<file path="src/rtl/slow_to_fast_serializer_if.sv">
// Bundle between the slow-word source, fast-lane sink and serializer:
// phase count and wide word in, narrow lanes and lock status out.
interface slow_to_fast_serializer_if #(
   parameter int RATIO  = 4,
   parameter int DWIDTH = 32
);
   localparam int CW = $clog2(RATIO);

   logic [CW-1:0]           cnt;
   logic [RATIO*DWIDTH-1:0] slow_data;
   logic                    slow_valid;
   logic [DWIDTH-1:0]       fast_data;
   logic                    fast_valid;
   logic                    fast_last;
   logic                    locked;
   logic [7:0]              slip_cnt;

   modport master (
      output cnt, slow_data, slow_valid,
      input  fast_data, fast_valid, fast_last, locked, slip_cnt
   );

   modport slave (
      input  cnt, slow_data, slow_valid,
      output fast_data, fast_valid, fast_last, locked, slip_cnt
   );
endinterface

</file>
<file path="src/rtl/slow_to_fast_serializer.sv">
// Splits a clk_slow word into RATIO clk_fast lanes, LSB lane first,
// emitting only while the phase count has been seen continuous.
module slow_to_fast_serializer #(
   parameter int RATIO     = 4,
   parameter int DWIDTH    = 32,
   parameter int CAP_PHASE = 1,
   parameter int LOCK_CNT  = 8
) (
   input  logic                     clk_fast,
   input  logic                     rst_n,
   slow_to_fast_serializer_if.slave bus
);
   localparam int CW = $clog2(RATIO);
   localparam int GW = $clog2(LOCK_CNT + 1);
   localparam logic [CW-1:0] LAST_PH = CW'(RATIO - 1);
   localparam logic [CW-1:0] CAP     = CW'(CAP_PHASE);
   localparam logic [GW-1:0] GOAL    = GW'(LOCK_CNT);

   typedef enum logic {ALIGN, LOCKED} state_t;
   state_t state_q, state_d;

   logic [CW-1:0]     cnt_prev_q;
   logic [CW-1:0]     exp_cnt;
   logic              prev_ok_q;
   logic [GW-1:0]     good_q, good_d;
   logic [CW-1:0]     lane_q, lane_d;
   logic [DWIDTH-1:0] word_q [RATIO];
   logic [DWIDTH-1:0] word_d [RATIO];
   logic [DWIDTH-1:0] data_q, data_d;
   logic              valid_q, valid_d;
   logic              last_q, last_d;
   logic [7:0]        slip_q, slip_d;
   logic              step_good, step_bad, capture;

   assign exp_cnt   = (cnt_prev_q == LAST_PH) ? '0 : cnt_prev_q + CW'(1);
   assign step_good = prev_ok_q && (bus.cnt == exp_cnt);
   assign step_bad  = prev_ok_q && !step_good;

   // Lock tracking, lane sequencing and next-state selection
   always_comb begin
      state_d = state_q;
      good_d  = good_q;
      lane_d  = lane_q;
      word_d  = word_q;
      data_d  = data_q;
      valid_d = valid_q;
      last_d  = last_q;
      slip_d  = slip_q;
      capture = 1'b0;
      unique case (state_q)
         ALIGN: begin
            valid_d = 1'b0;
            last_d  = 1'b0;
            if (step_bad)
               good_d = '0;
            else if (step_good && good_q != GOAL)
               good_d = good_q + GW'(1);
            if (step_good && good_q == GOAL && bus.cnt == CAP) begin
               state_d = LOCKED;
               capture = 1'b1;
            end
         end
         LOCKED: begin
            if (step_bad) begin
               state_d = ALIGN;
               valid_d = 1'b0;
               last_d  = 1'b0;
               good_d  = '0;
               if (slip_q != 8'hFF)
                  slip_d = slip_q + 8'd1;
            end else if (bus.cnt == CAP) begin
               capture = 1'b1;
            end else begin
               data_d = word_q[lane_q];
               lane_d = lane_q + CW'(1);
               last_d = valid_q && (lane_q == LAST_PH);
            end
         end
      endcase
      if (capture) begin
         for (int i = 0; i < RATIO; i++)
            word_d[i] = bus.slow_data[i*DWIDTH +: DWIDTH];
         data_d  = bus.slow_data[DWIDTH-1:0];
         valid_d = bus.slow_valid;
         last_d  = 1'b0;
         lane_d  = CW'(1);
      end
   end

   // FSM state register
   always_ff @(posedge clk_fast or negedge rst_n) begin
      if (!rst_n)
         state_q <= ALIGN;
      else
         state_q <= state_d;
   end

   // Phase history, word buffer and output registers
   always_ff @(posedge clk_fast or negedge rst_n) begin
      if (!rst_n) begin
         cnt_prev_q <= '0;
         prev_ok_q  <= 1'b0;
         good_q     <= '0;
         lane_q     <= '0;
         data_q     <= '0;
         valid_q    <= 1'b0;
         last_q     <= 1'b0;
         slip_q     <= '0;
         for (int i = 0; i < RATIO; i++)
            word_q[i] <= '0;
      end else begin
         cnt_prev_q <= bus.cnt;
         prev_ok_q  <= 1'b1;
         good_q     <= good_d;
         lane_q     <= lane_d;
         data_q     <= data_d;
         valid_q    <= valid_d;
         last_q     <= last_d;
         slip_q     <= slip_d;
         word_q     <= word_d;
      end
   end

   assign bus.fast_data  = data_q;
   assign bus.fast_valid = valid_q;
   assign bus.fast_last  = last_q;
   assign bus.locked     = (state_q == LOCKED);
   assign bus.slip_cnt   = slip_q;
endmodule

</file>
<file path="src/flat_wrapper.sv">
// flat-port wrapper written by rule: the top's interface ports become plain ports
module slow_to_fast_serializer_flat 
#(
   parameter int RATIO     = 4,
   parameter int DWIDTH    = 32,
   parameter int CAP_PHASE = 1,
   parameter int LOCK_CNT  = 8
)
  (clk_fast, rst_n, bus_cnt, bus_slow_data, bus_slow_valid, bus_fast_data, bus_fast_valid, bus_fast_last, bus_locked, bus_slip_cnt);
  slow_to_fast_serializer_if #(.RATIO(RATIO), .DWIDTH(DWIDTH)) bus_i ();
  input  logic clk_fast;
  input  logic rst_n;
  input wire logic [$bits(bus_i.cnt)-1:0] bus_cnt;
  input wire logic [$bits(bus_i.slow_data)-1:0] bus_slow_data;
  input wire logic [$bits(bus_i.slow_valid)-1:0] bus_slow_valid;
  output wire logic [$bits(bus_i.fast_data)-1:0] bus_fast_data;
  output wire logic [$bits(bus_i.fast_valid)-1:0] bus_fast_valid;
  output wire logic [$bits(bus_i.fast_last)-1:0] bus_fast_last;
  output wire logic [$bits(bus_i.locked)-1:0] bus_locked;
  output wire logic [$bits(bus_i.slip_cnt)-1:0] bus_slip_cnt;
  assign bus_i.cnt = bus_cnt;
  assign bus_i.slow_data = bus_slow_data;
  assign bus_i.slow_valid = bus_slow_valid;
  assign bus_fast_data = bus_i.fast_data;
  assign bus_fast_valid = bus_i.fast_valid;
  assign bus_fast_last = bus_i.fast_last;
  assign bus_locked = bus_i.locked;
  assign bus_slip_cnt = bus_i.slip_cnt;
  slow_to_fast_serializer #(.RATIO(RATIO), .DWIDTH(DWIDTH), .CAP_PHASE(CAP_PHASE), .LOCK_CNT(LOCK_CNT)) u_core (.clk_fast(clk_fast), .rst_n(rst_n), .bus(bus_i));
endmodule
</file>
<file path="config.mk">
export PLATFORM = sky130hd
export DESIGN_NAME = slow_to_fast_serializer_flat
export DESIGN_NICKNAME = d
export VERILOG_FILES = /design/src/rtl/slow_to_fast_serializer_if.sv /design/src/rtl/slow_to_fast_serializer.sv /design/src/flat_wrapper.sv
export SDC_FILE = /design/constraint.sdc
export NUM_CORES = 1
export LEC_CHECK = 0
export ABC_CLOCK_PERIOD_IN_PS = 6390
export CELL_PAD_IN_SITES_DETAIL_PLACEMENT = 2
export CELL_PAD_IN_SITES_GLOBAL_PLACEMENT = 2
export CORE_UTILIZATION = 39
export CTS_BUF_LIST = sky130_fd_sc_hd__clkbuf_8
export DETAILED_ROUTE_END_ITERATION = 16
export GPL_TIMING_DRIVEN = 0
export PLACE_DENSITY = 0.88
export SETUP_SLACK_MARGIN = 0.3
export SLEW_MARGIN = 20
export SYNTH_ARGS = -nofsm -noshare
export SYNTH_HDL_FRONTEND = slang
export SYNTH_SLANG_ARGS = --single-unit
</file>
<file path="constraint.sdc">
create_clock -name clk_fast -period 6.39 [get_ports clk_fast]
set_clock_uncertainty 0.2 [all_clocks]
set_input_delay 1.278 -clock clk_fast [delete_from_list [all_inputs] [get_ports clk_fast]]
set_output_delay 1.278 -clock clk_fast [all_outputs]
set_load 0.02 [all_outputs]
</file>
Word level (Yosys, flattened, before mapping)
Cells that the tools add are included.
- register bits after elaboration: 180
- input bits: 133
- add/subtract/negate cells: 4
- order comparisons: 1
- equal/unequal tests: 13
- mux-type cells: 29
- bitwise gates (word level): 2
- reductions and logical operators: 11
- operator list (kind ; count):
    2-to-1 mux 32 bit ; 6
    binary-select mux 32 bit (select 2 bit) ; 1
    2-to-1 mux 4 bit ; 3
    2-to-1 mux 2 bit ; 5
    2-to-1 mux 1 bit ; 9
    adder 8 x 1 -> 8 bit, second input constant ; 1
    inequality test 4 bit, second input constant ; 2
    inequality test 8 bit, second input constant ; 1
    case mux 1 bit (2 select lines) ; 4
    case mux 4 bit (2 select lines) ; 1
    logical AND 1 bit ; 6
    AND reduction 3 bit ; 2
    adder 2 x 1 -> 2 bit, second input constant ; 2
    adder 4 x 1 -> 4 bit, second input constant ; 1
    == test 2 bit, second input constant ; 2
    == test 4 bit, second input constant ; 1
    inequality test 2 bit, second input constant ; 2
    >= comparator 3 bit, second input constant ; 1
    inequality test 3 x 1 -> 1 bit, second input constant ; 1
    inequality test 3 bit, second input constant ; 1
    NOT 2 -> 3 bit ; 1
    == test 2 x 1 -> 1 bit, second input constant ; 1
    == test 2 bit ; 1
    inequality test 2 x 1 -> 1 bit, second input constant ; 1
    other kinds (4) ; 4

Longest topological paths before layout
Gate-level depths: netlist of run 1.
- word-level depth: 10
- depth in mapped cells: 8

Least setup slack after synthesis of run 1
Ideal clock, no wire load.
- path kind: input to register
- start: in bus_cnt[1]
- end: reg u_core.word_q[0] (netlist name)
- arrival time: 2.550 ns
- data required time: 6.063 ns
- slack: 3.512 ns
- stages on the path: 6
- cells stage by stage: xor2_1 -> o31a_1 -> nor2_2 -> buf_6 -> buf_6 -> mux2_1
- longest elaborated chain between the ends: 6
- elaborated cells on any way between the ends: 11
- classes of those cells: eq/ne (2); mux (4); reduce/logical (5)
- ends and longest elaborated chain (what ; line ; source):
    start, declared ; flat_wrapper.sv:13 ; input wire logic [$bits(bus_i.cnt)-1:0] bus_cnt;
    == test 2 bit ; slow_to_fast_serializer.sv:36 ; assign step_good = prev_ok_q && (bus.cnt == exp_cnt);
    logical AND 1 bit ; slow_to_fast_serializer.sv:36 ;
    logical NOT 1 bit / logical AND 1 bit (equally long branches) ; slow_to_fast_serializer.sv:37, slow_to_fast_serializer.sv:58 ;
    logical AND 1 bit, on equally long branches ; slow_to_fast_serializer.sv:37, slow_to_fast_serializer.sv:58 ;
    2-to-1 mux 1 bit, on equally long branches ; slow_to_fast_serializer.sv:64, slow_to_fast_serializer.sv:58 ;
    case mux 1 bit (2 select lines) (*) ; slow_to_fast_serializer.sv:50 ; unique case (state_q)
    end signal, assigned ; slow_to_fast_serializer.sv:120 ; word_q <= word_d;
    end, declared ; slow_to_fast_serializer.sv:27 ; logic [DWIDTH-1:0] word_q [RATIO];
Every way passes the cells marked *; elsewhere a longest branch is shown, timed or not.
A chain may end at the register's enable or synchronous reset.

Final worst setup path of run 1
- start: in bus_cnt[1]
- end: reg u_core.data_q[17], in the netlist u_core.bus.fast_data[17]
- longest elaborated chain between the ends: 8
- elaborated cells on any way between the ends: 16
- classes of those cells: eq/ne (4); mux (5); reduce/logical (7)
- ends and longest elaborated chain (what ; line ; source):
    == test 2 bit ; slow_to_fast_serializer.sv:36 ;
    logical AND 1 bit ; slow_to_fast_serializer.sv:36 ;
    logical NOT 1 bit / logical AND 1 bit (equally long branches) ; slow_to_fast_serializer.sv:37, slow_to_fast_serializer.sv:58 ;
    logical AND 1 bit, on equally long branches ; slow_to_fast_serializer.sv:37, slow_to_fast_serializer.sv:58 ;
    2-to-1 mux 1 bit, on equally long branches ; slow_to_fast_serializer.sv:64, slow_to_fast_serializer.sv:58 ;
    case mux 1 bit (2 select lines) ; slow_to_fast_serializer.sv:50 ;
    inequality test 2 bit (no source line), or another cell as far along ; -- ;
    AND reduction 3 bit (no source line) ; -- ;
    end signal, assigned ; slow_to_fast_serializer.sv:116 ; data_q <= data_d;
    end, declared ; slow_to_fast_serializer.sv:29 ; logic [DWIDTH-1:0] data_q, data_d;
Several ways; a longest one is shown, not always the timed one.

==> flow_metrics.env, run 1 <==
export IMPL_fill_cells=1926
export IMPL_whs_ns=0.2890
export IMPL_postRouteAntennaNets=0
export IMPL_fin_util_pct=52.60
export IMPL_clkLatencyLatePin_ns=0.48
export IMPL_dp_final_hpwl_mm=19.84
export IMPL_p_leak_nw=4.818
export IMPL_avgViaCountPerCell=5.526
export IMPL_setup_viol=0
export IMPL_synthArstFlopShare_pct=100.0
export IMPL_fin_crit_sh_pct=56.26
export IMPL_ioPinCount=176
export IMPL_rows=52
export IMPL_grt_setup_unrepaired="no"
export IMPL_crit_fanout=10
export IMPL_die_w_um=147.1
export IMPL_path_clk_slew_ns=0.10
export IMPL_dpl_cell_count=1033
export IMPL_crit_path_start="bus_cnt[1]"
export IMPL_die_h_um=147.1
export IMPL_nNetsFinal=920
export IMPL_synth_top_area_share_pct=54.84
export IMPL_yosysMostFrequentCell="dfrtp_1"
export IMPL_synthTopCellsByArea="dfrtp_1, mux2_1, mux4_2"
export IMPL_maxCapViolations=0
export IMPL_outcome="complete, no violations"
export IMPL_worstHoldStart="u_core.word_q[55]"
export IMPL_critPathArrivalTime_ns=3.78
export IMPL_syn_inst=586
export IMPL_drcViolationCount=0
export IMPL_crit_path_end_kind="flip-flop"
export IMPL_ir_drop_mv=0.1453
export IMPL_syn_to_final_growth_pct=30.85
export IMPL_clock_sinks=180
export IMPL_start_kind="input port"
export IMPL_io_buffers=175
export IMPL_synth_cell_type_count=47
export IMPL_final_hold_violation_count=0
export IMPL_cts_setup_buffers=0
export IMPL_ys_ff_latch=180
export IMPL_grt_max_degree=69
export IMPL_numCtsBuffers=17
export IMPL_maxSlewViolCount=0
export IMPL_seq_area_mm2=0.004504
export IMPL_drt_initial_drc_count=241
export IMPL_grt_pass1_vias=7052
export IMPL_grt_usage_pct=27.19
export IMPL_die_area_mm2=0.02164
export IMPL_start_util_pct=40.20
export IMPL_min_path_type="flip-flop to flip-flop"
export IMPL_antenna_found_initial=3
export IMPL_fin_cells=1066
export IMPL_cts_root_buf="clkbuf_8"
export IMPL_synth_edff_count=0
export IMPL_fp_coreArea_mm2=0.02043
export IMPL_max_freq_mhz=278.1
export IMPL_synth_common_cells="dfrtp_1, mux2_1, mux4_2, nand2_1, inv_1"
export IMPL_cellPowerDensity_mw_per_mm2=331.2
export IMPL_firstDrtPassIters=4
export IMPL_syn_area_mm2=0.008213
export IMPL_drive_gt1_share_pct=13.08
export IMPL_regToRegStartpoint="u_core.cnt_prev_q[0]"
export IMPL_synth_main_ff_cell="dfrtp_1"
export IMPL_vias=5891
export IMPL_overflow=0
export IMPL_cts_resized=0
export IMPL_grt_pass1_wl_mm=42.99
export IMPL_ys_seq_area_share_pct=54.84
export IMPL_yosys_warnings=0
export IMPL_critical_path_class="input port to flip-flop"
export IMPL_tightestPinTransition_ns=0.9335
export IMPL_multi_input_area_mm2=0.003334
export IMPL_gp_congestion=0.7857
export IMPL_worst_ep_required_time_ns=6.58
export IMPL_cts_hold_buf=0
export IMPL_cts_tree="built"
export IMPL_synth_avg_cell_area_um2=14.02
export IMPL_yosysTopAreaCell="dfrtp_1"
export IMPL_routedWlPerCell_um=26.43
export IMPL_fin_crit_ns=3.595
export IMPL_syn_nets=724
export IMPL_drt_wl_total_mm=28.18
export IMPL_htree_num_levels=4
export IMPL_relSlewSlack_pct=37.76
export IMPL_clock_path_buffers=2
layout by cell type (no fill, tap or decap), drive strengths merged, types with 2 or more instances in the layout:
master	synthesis	routed
o21ai	22	22
clkdlybuf4s50	0	174
xor2	6	6
a21oi	18	18
nor2b	2	2
and2	2	2
o211a	16	16
a2bb2oi	16	16
nand4	4	4
buf	28	31
mux4	32	32
nor3	7	7
dfrtp	180	180
a31oi	15	15
nand2	32	32
clkinv	0	5
clkbuf	15	32
ha	5	5
nor4	2	2
nor2	6	6
mux2	132	132
inv	24	32
nand3	3	3
sequential cells by signal (all words and copies together), names as in the netlist:
name,flops
u_core.bus.fast_data,32
u_core.bus.fast_last,1
u_core.bus.fast_valid,1
u_core.bus.locked,1
u_core.bus.slip_cnt,8
u_core.cnt_prev_q,2
u_core.good_q,4
u_core.lane_q,2
u_core.prev_ok_q,1
u_core.word_q,128
layer usage:
metal	share of wire, %	GRT usage, %	vias up	wire (µm)
met3	4.8	5.807	53	1348
met1	39	32.19	3099	11070
li1	-	-	2534	-
met4	3.1	10.98	4	873
met5	0.092	0	-	26
met2	53	47.97	201	14860
cells by family (layout without fill, tap and decap cells):
| group | Yosys count | in the layout | synth area share [%] |
|---|---|---|---|
| AO/OA/AOI/OAI | 96 | 96 | 8.242 |
| multiplexers | 164 | 164 | 26.87 |
| AND/OR/NAND/NOR | 66 | 66 | 3.931 |
| other | 1 | 2 | 0.04566 |
| adder cells (fa/ha/maj) | 5 | 5 | 0.7617 |
| flip-flops | 180 | 180 | 54.84 |
| buffers and inverters | 67 | 276 | 4.555 |
| XOR/XNOR | 7 | 7 | 0.7465 |
area by class of cell:
type                    instances  area share, %
clock buffers                  17          2.177
diodes                          1        0.02329
inverters                      24         0.8383
flip-flops and latches        180          41.91
repair buffers                177          16.86
plain buffers                  43          2.643
clock inverters                15          1.374
multi-input cells             339          31.03
well taps                     270          3.144
power breakdown:
part	internal, mW	switching [mW]	leakage, nW	total (mW)
registers	1.40	0.184	2.26	1.58
clock network	0.320	0.466	0.197	0.786
logic	0.618	0.576	2.36	1.19
per-stage QoR:
stage / setup TNS (ns) / cell area, µm² / worst slack (ns) / power, mW
floorplan: 0 / 8213 / 3.512 / 2.190
global placement: -613.39 / 10300 / -3.424 / 2.677
detailed placement: 0 / 10360 / 2.460 / 2.774
CTS: 0 / 10740 / 2.794 / 3.589
global route: 0 / 10750 / 2.725 / 3.716
finish: 0 / 10750 / 2.795 / 3.560
final timing paths:
kind / end / slack, ns / cells past startpoint
min in group asynchronous: u_core.word_q[2] / 0.49 / 1
min reg2reg: u_core.word_q[55] / 0.29 / 1
max in group asynchronous: u_core.word_q[55] / 4.80 / 2
min: u_core.word_q[55] / 0.29 / 1
max reg2reg: u_core.bus.fast_data[17] / 3.39 / 7
max: u_core.bus.fast_data[17] / 2.79 / 7
worst max-delay path: stages:
cell,delay [ns]
clkdlybuf4s50_1,0.57
xor2_1,0.17
o31ai_2,0.65
buf_2,0.39
buf_2,0.32
a21oi_1,0.15
a31oi_1,0.24
Power figures use the tool's default switching activity.
==> run 2: changes to the inputs <==
--- a/config.mk
+++ b/config.mk
@@ -5,14 +5,14 @@
 export SDC_FILE = /design/constraint.sdc
 export NUM_CORES = 1
 export LEC_CHECK = 0
-export ABC_CLOCK_PERIOD_IN_PS = 6390
+export ABC_CLOCK_PERIOD_IN_PS = 3200
 export CELL_PAD_IN_SITES_DETAIL_PLACEMENT = 2
 export CELL_PAD_IN_SITES_GLOBAL_PLACEMENT = 2
-export CORE_UTILIZATION = 39
+export CORE_UTILIZATION = 32
 export CTS_BUF_LIST = sky130_fd_sc_hd__clkbuf_8
 export DETAILED_ROUTE_END_ITERATION = 16
 export GPL_TIMING_DRIVEN = 0
-export PLACE_DENSITY = 0.88
+export PLACE_DENSITY = 0.77
 export SETUP_SLACK_MARGIN = 0.3
 export SLEW_MARGIN = 20
 export SYNTH_ARGS = -nofsm -noshare
==> constraint.sdc (replaced) <==
create_clock -name clk_fast -period 3.2 [get_ports clk_fast]
set_clock_uncertainty 0.2 [all_clocks]
set_input_delay 0.64 -clock clk_fast [delete_from_list [all_inputs] [get_ports clk_fast]]
set_output_delay 0.64 -clock clk_fast [all_outputs]
set_load 0.02 [all_outputs]
==> flow_metrics.env, run 2 (synthesis results as in run 1) <==
export IMPL_outcome="complete, no violations"
export IMPL_p_leak_nw=4.864
export IMPL_dpl_cell_count=1092
export IMPL_grt_usage_pct=21.62
export IMPL_min_path_type="flip-flop to flip-flop"
export IMPL_ir_drop_mv=0.3466
export IMPL_critPathBufInv=3
export IMPL_start_kind="input port"
export IMPL_nNetsFinal=920
export IMPL_io_buffers=175
export IMPL_clock_path_buffers=2
export IMPL_relSlewSlack_pct=35.17
export IMPL_critical_path_class="input port to flip-flop"
export IMPL_die_w_um=162.2
export IMPL_syn_to_final_growth_pct=32.95
export IMPL_firstDrtPassIters=4
export IMPL_grt_setup_unrepaired="no"
export IMPL_timing_setup_tns_ns=0
export IMPL_fin_crit_sh_pct=88.00
export IMPL_regMostFlops="u_core.word_q"
export IMPL_grt_pass1_wl_mm=41.48
export IMPL_cellPowerDensity_mw_per_mm2=675.1
export IMPL_maxSlewViolCount=0
export IMPL_fin_cells=1126
export IMPL_drive_gt1_share_pct=12.96
export IMPL_critPathArrivalTime_ns=2.96
export IMPL_crit_family="buffers and inverters"
export IMPL_max_stage_delay_ns=0.59
export IMPL_dp_final_hpwl_mm=19.37
export IMPL_whs_ns=0.2894
export IMPL_final_hold_violation_count=0
export IMPL_fill_cells=2443
export IMPL_fp_coreArea_mm2=0.02518
export IMPL_drcViolationCount=0
export IMPL_htree_num_levels=4
export IMPL_final_common_cell="dfrtp_1"
export IMPL_routedWlPerCell_um=23.90
export IMPL_grt_max_degree=92
export IMPL_vias=5765
export IMPL_drt_wl_total_mm=26.92
export IMPL_setup_slack_ns=0.3839
export IMPL_overflow=0
export IMPL_rows=58
export IMPL_clkLatencyLatePin_ns=0.46
export IMPL_worst_ep_required_time_ns=3.34
export IMPL_fin_crit_ns=2.816
export IMPL_gp_congestion=0.8059
export IMPL_clock_sinks=180
export IMPL_power_mw=7.371
export IMPL_max_freq_mhz=355.1
export IMPL_crit_path_top_delay_cell="clkbuf_1"
export IMPL_start_util_pct=32.61
export IMPL_worstPathCellList="clkdlybuf4s50_1 -> nand2b_1 -> buf_2 -> o21ai_2 -> clkbuf_1 -> o211a_2 -> a2bb2oi_1"
export IMPL_path_clk_slew_ns=0.10
export IMPL_avgViaCountPerCell=5.120
export IMPL_maxCapViolations=0
export IMPL_grt_pass1_vias=6777
export IMPL_cts_setup_buffers=0
export IMPL_drt_initial_drc_count=192
export IMPL_final_cell_mix="dfrtp_1, clkdlybuf4s50_1, mux2_1"
export IMPL_cts_root_buf="clkbuf_8"
export IMPL_die_h_um=162.2
export IMPL_crit_path_end_kind="flip-flop"
export IMPL_antenna_found_initial=3
export IMPL_numCtsBuffers=17
export IMPL_setup_viol=0
export IMPL_crit_fanout=10
export IMPL_cts_tree="built"
export IMPL_place_ws_ns=-0.07463
export IMPL_ioPinCount=176
export IMPL_tightestPinTransition_ns=0.9724
export IMPL_postRouteAntennaNets=0
export IMPL_die_area_mm2=0.02631
export IMPL_largest_reg_flops=128
-- run 2: metrics by stage --
stage,area [µm²],utilization [%]
after floorplan,8213,-
after global placement,10380,41.21
after detailed placement,10410,41.34
after CTS,10910,43.31
after global routing,10920,43.36
final,10920,43.36
-- run 2: worst paths after layout --
| check | start | end | slack (ns) | cells after the start |
|---|---|---|---|---|
| max reg2reg | u_core.cnt_prev_q[0] | u_core.bus.fast_data[30] | 0.50 | 7 |
| min in group asynchronous | rst_n | u_core.word_q[66] | 0.58 | 2 |
| min reg2reg | u_core.word_q[48] | u_core.word_q[48] | 0.29 | 1 |
| min | u_core.word_q[48] | u_core.word_q[48] | 0.29 | 1 |
| max | bus_cnt[1] | u_core.bus.fast_data[11] | 0.38 | 7 |
| max in group asynchronous | rst_n | u_core.word_q[53] | 1.32 | 3 |
-- run 2: worst register-to-register path, stage by stage (launching register included) --
cell	delay, ns
dfrtp_1	0.42
ha_1	0.32
xor2_1	0.22
o31ai_4	0.41
buf_2	0.37
buf_2	0.34
a21oi_1	0.13
a31oi_1	0.20
-- run 2: layout make-up --
cell class	count	area, µm²	share of cell area [%]
Sequential cell	180	4504	41.25
Multi-Input combinational cell	339	3343	30.62
Timing Repair Buffer	177	1794	16.43
Tap cell	330	412.9	3.781
Buffer	43	285.3	2.613
Clock inverter	15	252.7	2.315
Clock buffer	17	234.0	2.143
Inverter	24	90.09	0.8250
Antenna cell	1	2.502	0.02292
-- run 2: report_power, final --
| part | internal [mW] | switching (mW) | leakage, nW | total [mW] |
|---|---|---|---|---|
| Clock | 1.02 | 0.881 | 0.247 | 1.90 |
| Sequential | 2.79 | 0.335 | 2.26 | 3.12 |
| Combinational | 1.23 | 1.12 | 2.35 | 2.35 |
| Total | 5.04 | 2.33 | 4.86 | 7.37 |
-- run 2: metal layers --
layer | up-vias | routed length, µm | share of wire, % | track usage [%]
li1 | 2531 | - | - | -
met1 | 3066 | 11330 | 42 | 26.75
met2 | 138 | 14060 | 52 | 38.51
met3 | 28 | 1066 | 4.0 | 4.290
met4 | 2 | 442 | 1.6 | 5.274
met5 | - | 13 | 0.048 | 0
-- run 2: repair_timing --
| action | in CTS | in global routing |
|---|---|---|
| hold buffers | 1 | 0 |
| endpoints found under the setup margin | 0 | 6 |
| resized for setup | 0 | 3 |
| hold endpoints to repair | 5 | 0 |
